`config.mk`:
```
export PLATFORM = sky130hd
export DESIGN_NAME = prince_sbox_cms_compress
export DESIGN_NICKNAME = d
export VERILOG_FILES = /design/src/rtl/prince_cms_pkg.sv /design/src/rtl/cms_bit_compress.sv /design/src/rtl/prince_sbox_cms_compress.sv
export SDC_FILE = /design/constraint.sdc
export NUM_CORES = 1
export LEC_CHECK = 0
export CAP_MARGIN = 5
export CELL_PAD_IN_SITES_DETAIL_PLACEMENT = 1
export CELL_PAD_IN_SITES_GLOBAL_PLACEMENT = 2
export CORE_ASPECT_RATIO = 1.4
export CORE_MARGIN = 4
export CORE_UTILIZATION = 33
export DETAILED_ROUTE_END_ITERATION = 7
export PLACE_DENSITY = 0.84
export SYNTH_ARGS = -nofsm -noshare
export SYNTH_HDL_FRONTEND = slang
export SYNTH_SLANG_ARGS = --single-unit
export TNS_END_PERCENT = 30
```
`constraint.sdc`:
```
create_clock -name clk -period 1.5 [get_ports clk]
set_clock_uncertainty 0.05 [all_clocks]
set_input_delay 0.225 -clock clk [delete_from_list [all_inputs] [get_ports clk]]
set_output_delay 0.225 -clock clk [all_outputs]
set_load 0.005 [all_outputs]
```
`src/rtl/prince_cms_pkg.sv`:
```
// Shared parameters, index helpers and reference S-box table for the
// masked PRINCE S-box compression stage.
package prince_cms_pkg;

  localparam int unsigned NBITS      = 4;
  localparam int unsigned IN_SHARES  = 8;
  localparam int unsigned OUT_SHARES = 2;

  typedef logic [NBITS*IN_SHARES-1:0]      in_vec_t;
  typedef logic [NBITS*OUT_SHARES-1:0]     out_vec_t;
  typedef logic [NBITS*(OUT_SHARES-1)-1:0] rnd_vec_t;

  // PRINCE S-box, entry x at nibble x (S(0)=B in the low nibble).
  localparam logic [63:0] SBOX_TABLE = 64'h4D5E_0876_19CA_23FB;

  function automatic int unsigned idx(input int unsigned b, input int unsigned s,
                                      input int unsigned n);
    return b * n + s;
  endfunction

  function automatic int unsigned grp(input int unsigned s,
                                      input int unsigned gsize = IN_SHARES / OUT_SHARES);
    return s / gsize;
  endfunction

  function automatic logic [3:0] sbox(input logic [3:0] x);
    logic [63:0] t;
    t = SBOX_TABLE;
    return t[4*x +: 4];
  endfunction

endpackage

```
`src/rtl/cms_bit_compress.sv`:
```
// One S-box output bit: raw share register, group XOR compression,
// ring refresh with fresh randomness, output share register.
module cms_bit_compress #(
  parameter int unsigned IN_SHARES  = prince_cms_pkg::IN_SHARES,
  parameter int unsigned OUT_SHARES = prince_cms_pkg::OUT_SHARES
) (
  input  logic                  clk,
  input  logic                  rst_n,
  input  logic                  s1_load,
  input  logic                  s2_load,
  input  logic [IN_SHARES-1:0]  in_sh,
  input  logic [OUT_SHARES-2:0] rnd,
  output logic [OUT_SHARES-1:0] out_sh
);
  import prince_cms_pkg::*;

  logic [IN_SHARES-1:0]  s1_sh_d, s1_sh_q;
  logic [OUT_SHARES-1:0] s2_sh_d, s2_sh_q;
  logic [OUT_SHARES-1:0] comp, refr;

  always_comb begin
    // S1 takes in_sh untouched; compression sees registered shares only.
    s1_sh_d = s1_load ? in_sh : s1_sh_q;

    comp = '0;
    for (int unsigned s = 0; s < IN_SHARES; s++) begin
      comp[grp(s, IN_SHARES / OUT_SHARES)] ^= s1_sh_q[s];
    end

    refr = comp;
    for (int unsigned j = 0; j < OUT_SHARES - 1; j++) begin
      refr[j]            ^= rnd[j];
      refr[OUT_SHARES-1] ^= rnd[j];
    end

    s2_sh_d = s2_load ? refr : s2_sh_q;
  end

  always_ff @(posedge clk or negedge rst_n) begin
    if (!rst_n) begin
      s1_sh_q <= '0;
      s2_sh_q <= '0;
    end else begin
      s1_sh_q <= s1_sh_d;
      s2_sh_q <= s2_sh_d;
    end
  end

  assign out_sh = s2_sh_q;

endmodule

```
`src/rtl/prince_sbox_cms_compress.sv`:
```
// Two-stage elastic CMS share compressor: NBITS bit slices sharing one
// valid/ready control pair (S1 raw shares, S2 refreshed shares).
module prince_sbox_cms_compress #(
  parameter int unsigned NBITS      = prince_cms_pkg::NBITS,
  parameter int unsigned IN_SHARES  = prince_cms_pkg::IN_SHARES,
  parameter int unsigned OUT_SHARES = prince_cms_pkg::OUT_SHARES
) (
  input  logic                              clk,
  input  logic                              rst_n,
  input  logic                              in_valid,
  output logic                              in_ready,
  input  logic [NBITS*IN_SHARES-1:0]        in_sh,
  input  logic [NBITS*(OUT_SHARES-1)-1:0]   rnd,
  output logic                              rnd_ack,
  output logic                              out_valid,
  input  logic                              out_ready,
  output logic [NBITS*OUT_SHARES-1:0]       out_sh,
  output logic                              busy
);
  import prince_cms_pkg::*;

  logic s1_v_d, s1_v_q;
  logic s2_v_d, s2_v_q;
  logic s1_load, s2_load;

  always_comb begin
    s2_load  = s1_v_q && (!s2_v_q || out_ready);
    in_ready = !s1_v_q || s2_load;
    s1_load  = in_valid && in_ready;

    s1_v_d = s1_v_q;
    if (s1_load)      s1_v_d = 1'b1;
    else if (s2_load) s1_v_d = 1'b0;

    s2_v_d = s2_v_q;
    if (s2_load)        s2_v_d = 1'b1;
    else if (out_ready) s2_v_d = 1'b0;
  end

  always_ff @(posedge clk or negedge rst_n) begin
    if (!rst_n) begin
      s1_v_q <= 1'b0;
      s2_v_q <= 1'b0;
    end else begin
      s1_v_q <= s1_v_d;
      s2_v_q <= s2_v_d;
    end
  end

  assign rnd_ack   = s2_load;
  assign out_valid = s2_v_q;
  assign busy      = s1_v_q | s2_v_q;

  for (genvar b = 0; b < NBITS; b++) begin : g_bit
    cms_bit_compress #(
      .IN_SHARES (IN_SHARES),
      .OUT_SHARES(OUT_SHARES)
    ) u_bit (
      .clk    (clk),
      .rst_n  (rst_n),
      .s1_load(s1_load),
      .s2_load(s2_load),
      .in_sh  (in_sh[idx(b, 0, IN_SHARES) +: IN_SHARES]),
      .rnd    (rnd[idx(b, 0, OUT_SHARES - 1) +: OUT_SHARES - 1]),
      .out_sh (out_sh[idx(b, 0, OUT_SHARES) +: OUT_SHARES])
    );
  end

endmodule

```
Word level (Yosys, flattened, before mapping)
Cells that the tools add are included.
Widths: inputs -> output; s select.
{"block": "op_classes", "muxes": 4, "n_bitwise": 33, "n_reduce_logical": 8}
{"operator": "$xor 1x1->1", "count": 32}
{"operator": "$mux 1", "count": 4}
{"operator": "$reduce_bool 2->1", "count": 2}
{"operator": "$logic_and 1x1->1", "count": 2}
{"operator": "$logic_not 1->1", "count": 2}
{"operator": "$logic_or 1x1->1", "count": 2}
{"operator": "$or 1x1->1", "count": 1}
{"block": "word_totals", "register_bits": 42, "elab_cells": 55}

Logic depth before layout (Yosys ltp)
{"block": "logic_depth", "word_depth": 6, "depth_mapped": 4, "mapped_depth_nobuf": 3}

Cells and area by module
From an unflattened synthesis, not the netlist that was laid out.
{"block": "unflattened", "cells_unflattened": 117, "hier_area_um2": 1961.9}
{"mod": "cms_bit_compress", "instances": 4, "cells_each": 27, "area_per_inst_um2": 462.9}
{"mod": "prince_sbox_cms_compress", "instances": 1, "cells_each": 9, "area_per_inst_um2": 110.1}

Worst setup path after synthesis
No wires, ideal clock.
{"block": "synth_path", "path_kind": "register to register", "startpoint": "register g_bit[1].u_bit.s1_sh_q[5]", "endpoint": "register g_bit[1].u_bit.s2_sh_q[1]", "setup_ns": 0.125, "arrival_ns": 1.089, "setup_slack_ns": 0.236, "path_stages_with_launch": 4, "path_cell_list": "dfrtp_1 xnor3_2 xnor2_1 mux2_2"}
{"block": "synth_via", "elab_chain_cells": 4}
{"element": "start: declaration", "line": "cms_bit_compress.sv:17", "text": "logic [IN_SHARES-1:0] s1_sh_d, s1_sh_q;"}
{"element": "start signal: assignment", "line": "cms_bit_compress.sv:44", "text": "s1_sh_q <= s1_sh_d;"}
{"element": "$xor 1x1->1 (3 in series)", "line": "cms_bit_compress.sv:27", "text": "comp[grp(s, IN_SHARES / OUT_SHARES)] ^= s1_sh_q[s];"}
{"element": "$xor 1x1->1", "line": "cms_bit_compress.sv:33", "text": "refr[OUT_SHARES-1] ^= rnd[j];"}
{"element": "end signal: assignment", "line": "cms_bit_compress.sv:45", "text": "s2_sh_q <= s2_sh_d;"}
{"element": "end: declaration", "line": "cms_bit_compress.sv:18", "text": "logic [OUT_SHARES-1:0] s2_sh_d, s2_sh_q;"}
No other way between the ends.
A chain may end at the register's enable or synchronous reset.

Final worst setup path
{"block": "layout_path", "startpoint": "input rnd[0]", "endpoint": "register g_bit[0].u_bit.s2_sh_q[0]"}
{"block": "layout_via", "elab_chain_cells": 1}
{"element": "start: declaration", "line": "prince_sbox_cms_compress.sv:13", "text": "input logic [NBITS*(OUT_SHARES-1)-1:0] rnd,"}
{"element": "$xor 1x1->1", "line": "cms_bit_compress.sv:32", "text": "refr[j] ^= rnd[j];"}
{"element": "end signal: assignment", "line": "cms_bit_compress.sv:45"}
{"element": "end: declaration", "line": "cms_bit_compress.sv:18"}
No other way between the ends.

==> flow_results.org <==
** Setup path
- For the worst setup path, the data required time is 1.63 ns.
- Data arrival time at the worst-slack endpoint :: 1.56 ns
- The worst setup path is launched from an input port.
- The worst setup path is of the input port to register kind.
- Critical Path Fanout Max :: 2
- The worst setup path is captured at a register.

** Timing
- Setup violations remaining at the end of the flow were counted as 0.
- Final hold viol count :: 0
- Final count of pins violating max slew :: 0
- Final critical path time including I/O delays and setup :: 1.430 ns
- Max transition margin :: 65.78%
- PnR worst setup slack :: 0.07030 ns
- At the pin with the least slew margin, the transition time is 0.5133 ns.
- Final period utilization :: 95.31%
- After routing, the total negative slack on setup checks comes to 0 ns.
- Static timing analysis puts the maximum clock frequency at 0.6995 GHz.

** Routing
- In the final routed layout, each cell accounts on average for 15.75 um.
- For this run, design rule violations remaining after detail routing come to 0.
- In the routed layout, each cell is associated on average with a via count of 4.494.
- The count of nets left with antenna violations once routing finished came out at 0.
- After the first detailed-routing iteration, the DRC count stood at 24.
- Sum of routed wire length over all layers :: 3.952 mm
- Before antenna repair, the detailed router went through 3 iterations.
- The detailed router placed 1128 vias in this run.

** Clocking
- Clock tree synthesis inserted a total of 5 buffers.
- Clock latency on the worst-skew pair :: 0.29 ns
- The root buffer cell chosen for the clock tree is clkbuf_8.
- Clock tree from TritonCTS :: yes
- Clock tree synthesis found a total of 42 sinks.
- No sink is reached through more buffers than the 2 on the longest clock path.
- Clock-pin slew of the registers on the worst-case setup and hold paths :: 0.08 ns
- H-Tree Level Count :: 2

** Global route
- Met3 capacity usage during global routing :: 3.399%
- Largest net degree at the start of global routing :: 23
- Global-route wire length before repair :: 6.527 mm
- Overall Global Routing Usage :: 12.31%
- After global routing, the most crowded layer is met2.
- GR met2 Demand/Resource :: 22.95%
- The number of antenna violations at the first check in global routing came to 0.
- The via count of the first global-routing pass was 1316.
- Total overflow reported by the global router :: 0
- GRT met1 Usage :: 12.64%

** Synthesis
- The synthesized design contains 42 register bits.
- After synthesis, the cell types taking the most area are dfrtp_1, mux2_2, xnor3_1, xnor2_1, xor2_1.
- In this run, distinct cell masters in the synthesized netlist total 14.
- Post-synth top area cell :: dfrtp_1
- After synthesis, the largest area contributor takes up 54.72% of total cell area.
- In this run the cell area of the synthesized design comes to 0.001921 sq mm.
- Avg Synthesized Cell Area :: 16.42 sq um
- In the synthesized netlist, the number of instances is 117.
- Synthesized netlist net count :: 157
- The share of the Yosys chip area taken by registers is 54.72%.
- Ys Warns :: 0

** Job
- Count of maximum capacitance violations :: 0

** Layout
- Once layout is complete, the utilization of the core stands at 48.52%.
- In the final layout, the share of cells above drive strength 1 is 34.97%.
- Area of the multi-input gates :: 847.1 sq um
- Count of antenna diodes in the layout :: 0
- Final Instance Area :: 0.002700 sq mm
- The sequential cells in the finished layout cover a total of 0.001051 sq mm.
- Net count of the finished layout :: 222
- Fill cells in the final layout number 571.
- Relative to the synthesized area, the layout overhead comes to 40.59%.

** Placement
- Half-perimeter wire length of the detailed placement result :: 3.117 mm
- In this run the tool buffered the top-level ports with 51 buffer cells.
- Gpl congestion :: 0.6866
- Cell area after placement :: 0.002552 sq mm
- Pre-CTS setup slack :: -0.3188 ns

** Floorplanning
- 52 I/O pins were placed.
- The die is 72.48 um wide.
- Area of the core :: 0.005565 sq mm
- Initial cell density of the core :: 34.51%
- Die Span Y :: 98.27 um
- The die covers 0.007122 sq mm.
- Count of standard-cell rows :: 32

** Pwr
- Fraction of power consumed by the clock network :: 22.5%
- Pwr Density :: 1228 mW/mm^2
- Switching Share :: 25.10%
- The analysis attributes to cell leakage a power of 0.001204 uW.
- Summed over all nets, the switching power comes to 832.2 uW.
- Worst vdd ir :: 0.6279 mV
- Internal power comes to 2483 uW.
- Per report_power, the combinational group accounts for 31.6% of the total.
- Portion of total power attributed to sequential cells :: 45.9%

** Min path
- Path class of the lowest-slack min-delay path :: input port to asynchronous set/reset pin

** Outcome
- Run status :: finished clean
power by group through the flow:
stage	sequential (uW)	combinational, uW	clock, uW
finish	1520	1050	745
global route	1550	1150	840
CTS	1530	1080	781
detailed placement	1550	1070	0
global placement	1530	1030	0
floorplan	1530	581	0
cell usage after synthesis:
library cell and count:
buf_6 3, dfrtp_1 42, inv_1 1, mux2_1 2, mux2_2 38, nand2_1 1, nand2_4 1, nand2b_1 3
nand3b_4 1, or2_2 1, xnor2_1 8, xnor3_1 7, xnor3_2 1, xor2_1 8
per-stage QoR:
step | hold WS, ns | cells | total power, uW
final | 0.3815 | 251 | 3315
after global routing | 0.4176 | 251 | 3539
after CTS | 0.3890 | 249 | 3391
after detailed placement | 0.1790 | 238 | 2619
after global placement | 0.1572 | 238 | 2559
after floorplan | -0.1206 | 117 | 2107
layer usage:
layer  vias to the layer above  wire, um
li1                        528         -
met4                         0        59
met1                       567      1401
met3                         4       185
met5                         -         0
met2                        29      2306
cell type report:
cell class,count,area share (%)
multi-input cells,71,31.37
well taps,68,3.151
clock inverters,1,0.1854
clock buffers,7,3.197
inverters,1,0.1390
flip-flops and latches,42,38.92
repair buffers,61,23.03
timing repair:
action / 4_1_cts / 5_1_grt
buffers inserted: 2 / 2
resized for setup: 11 / 6
hold buffers: 1 / 0
endpoints found under the hold margin: 20 / 0
endpoints found under the setup margin: 3 / 5
cells by family after synthesis:
family	after synthesis	synth area share [%]
muxes	40	23.45
DFF	42	54.72
xor gates and xnor gates	24	16.74
and+or+nand+nor	7	3.127
buffers and inverters	4	1.954
worst paths after layout:
| path | cells after the start | start | endpoint | slack [ns] |
|---|---|---|---|---|
| max in group asynchronous | 3 | rst_n | g_bit[0].u_bit.s1_sh_q[1]$_DFFE_PN0P_ | 0.51 |
| max | 4 | rnd[0] | g_bit[0].u_bit.out_sh[0]$_DFFE_PN0P_ | 0.07 |
| min in group clk | 1 | g_bit[1].u_bit.out_sh[1]$_DFFE_PN0P_ | g_bit[1].u_bit.out_sh[1]$_DFFE_PN0P_ | 0.46 |
| min | 2 | rst_n | g_bit[2].u_bit.s1_sh_q[2]$_DFFE_PN0P_ | 0.38 |
| min reg2reg | 1 | g_bit[1].u_bit.out_sh[1]$_DFFE_PN0P_ | g_bit[1].u_bit.out_sh[1]$_DFFE_PN0P_ | 0.46 |
| max reg2reg | 5 | s1_v_q$_DFFE_PN0P_ | g_bit[2].u_bit.out_sh[0]$_DFFE_PN0P_ | 0.09 |
critical path, stage by stage:
cell and delay [ns]:
clkdlybuf4s50_1 0.51, xnor3_1 0.43, xnor2_1 0.13, mux2_2 0.25
sequential cells by signal (all words and copies together) (netlist names):
register,cells
g_bit.u_bit.s1_sh_q,32
g_bit.u_bit.out_sh,8
out_valid,1
s1_v_q,1
cell usage in the layout, fill, tap and decap left out, types with 2 or more instances in the layout:
cell type	synthesis	routed
xnor2_1	8	8
xnor3_1	7	7
nand2b_1	3	2
xor2_1	8	8
dfrtp_1	42	42
buf_4	0	5
mux2_2	38	38
mux2_1	2	2
dlymetal6s2s_1	0	3
nand2_4	1	2
clkdlybuf4s50_1	0	44
buf_12	0	3
buf_2	0	2
clkbuf_8	0	6
(Power assumes the default switching activity.)
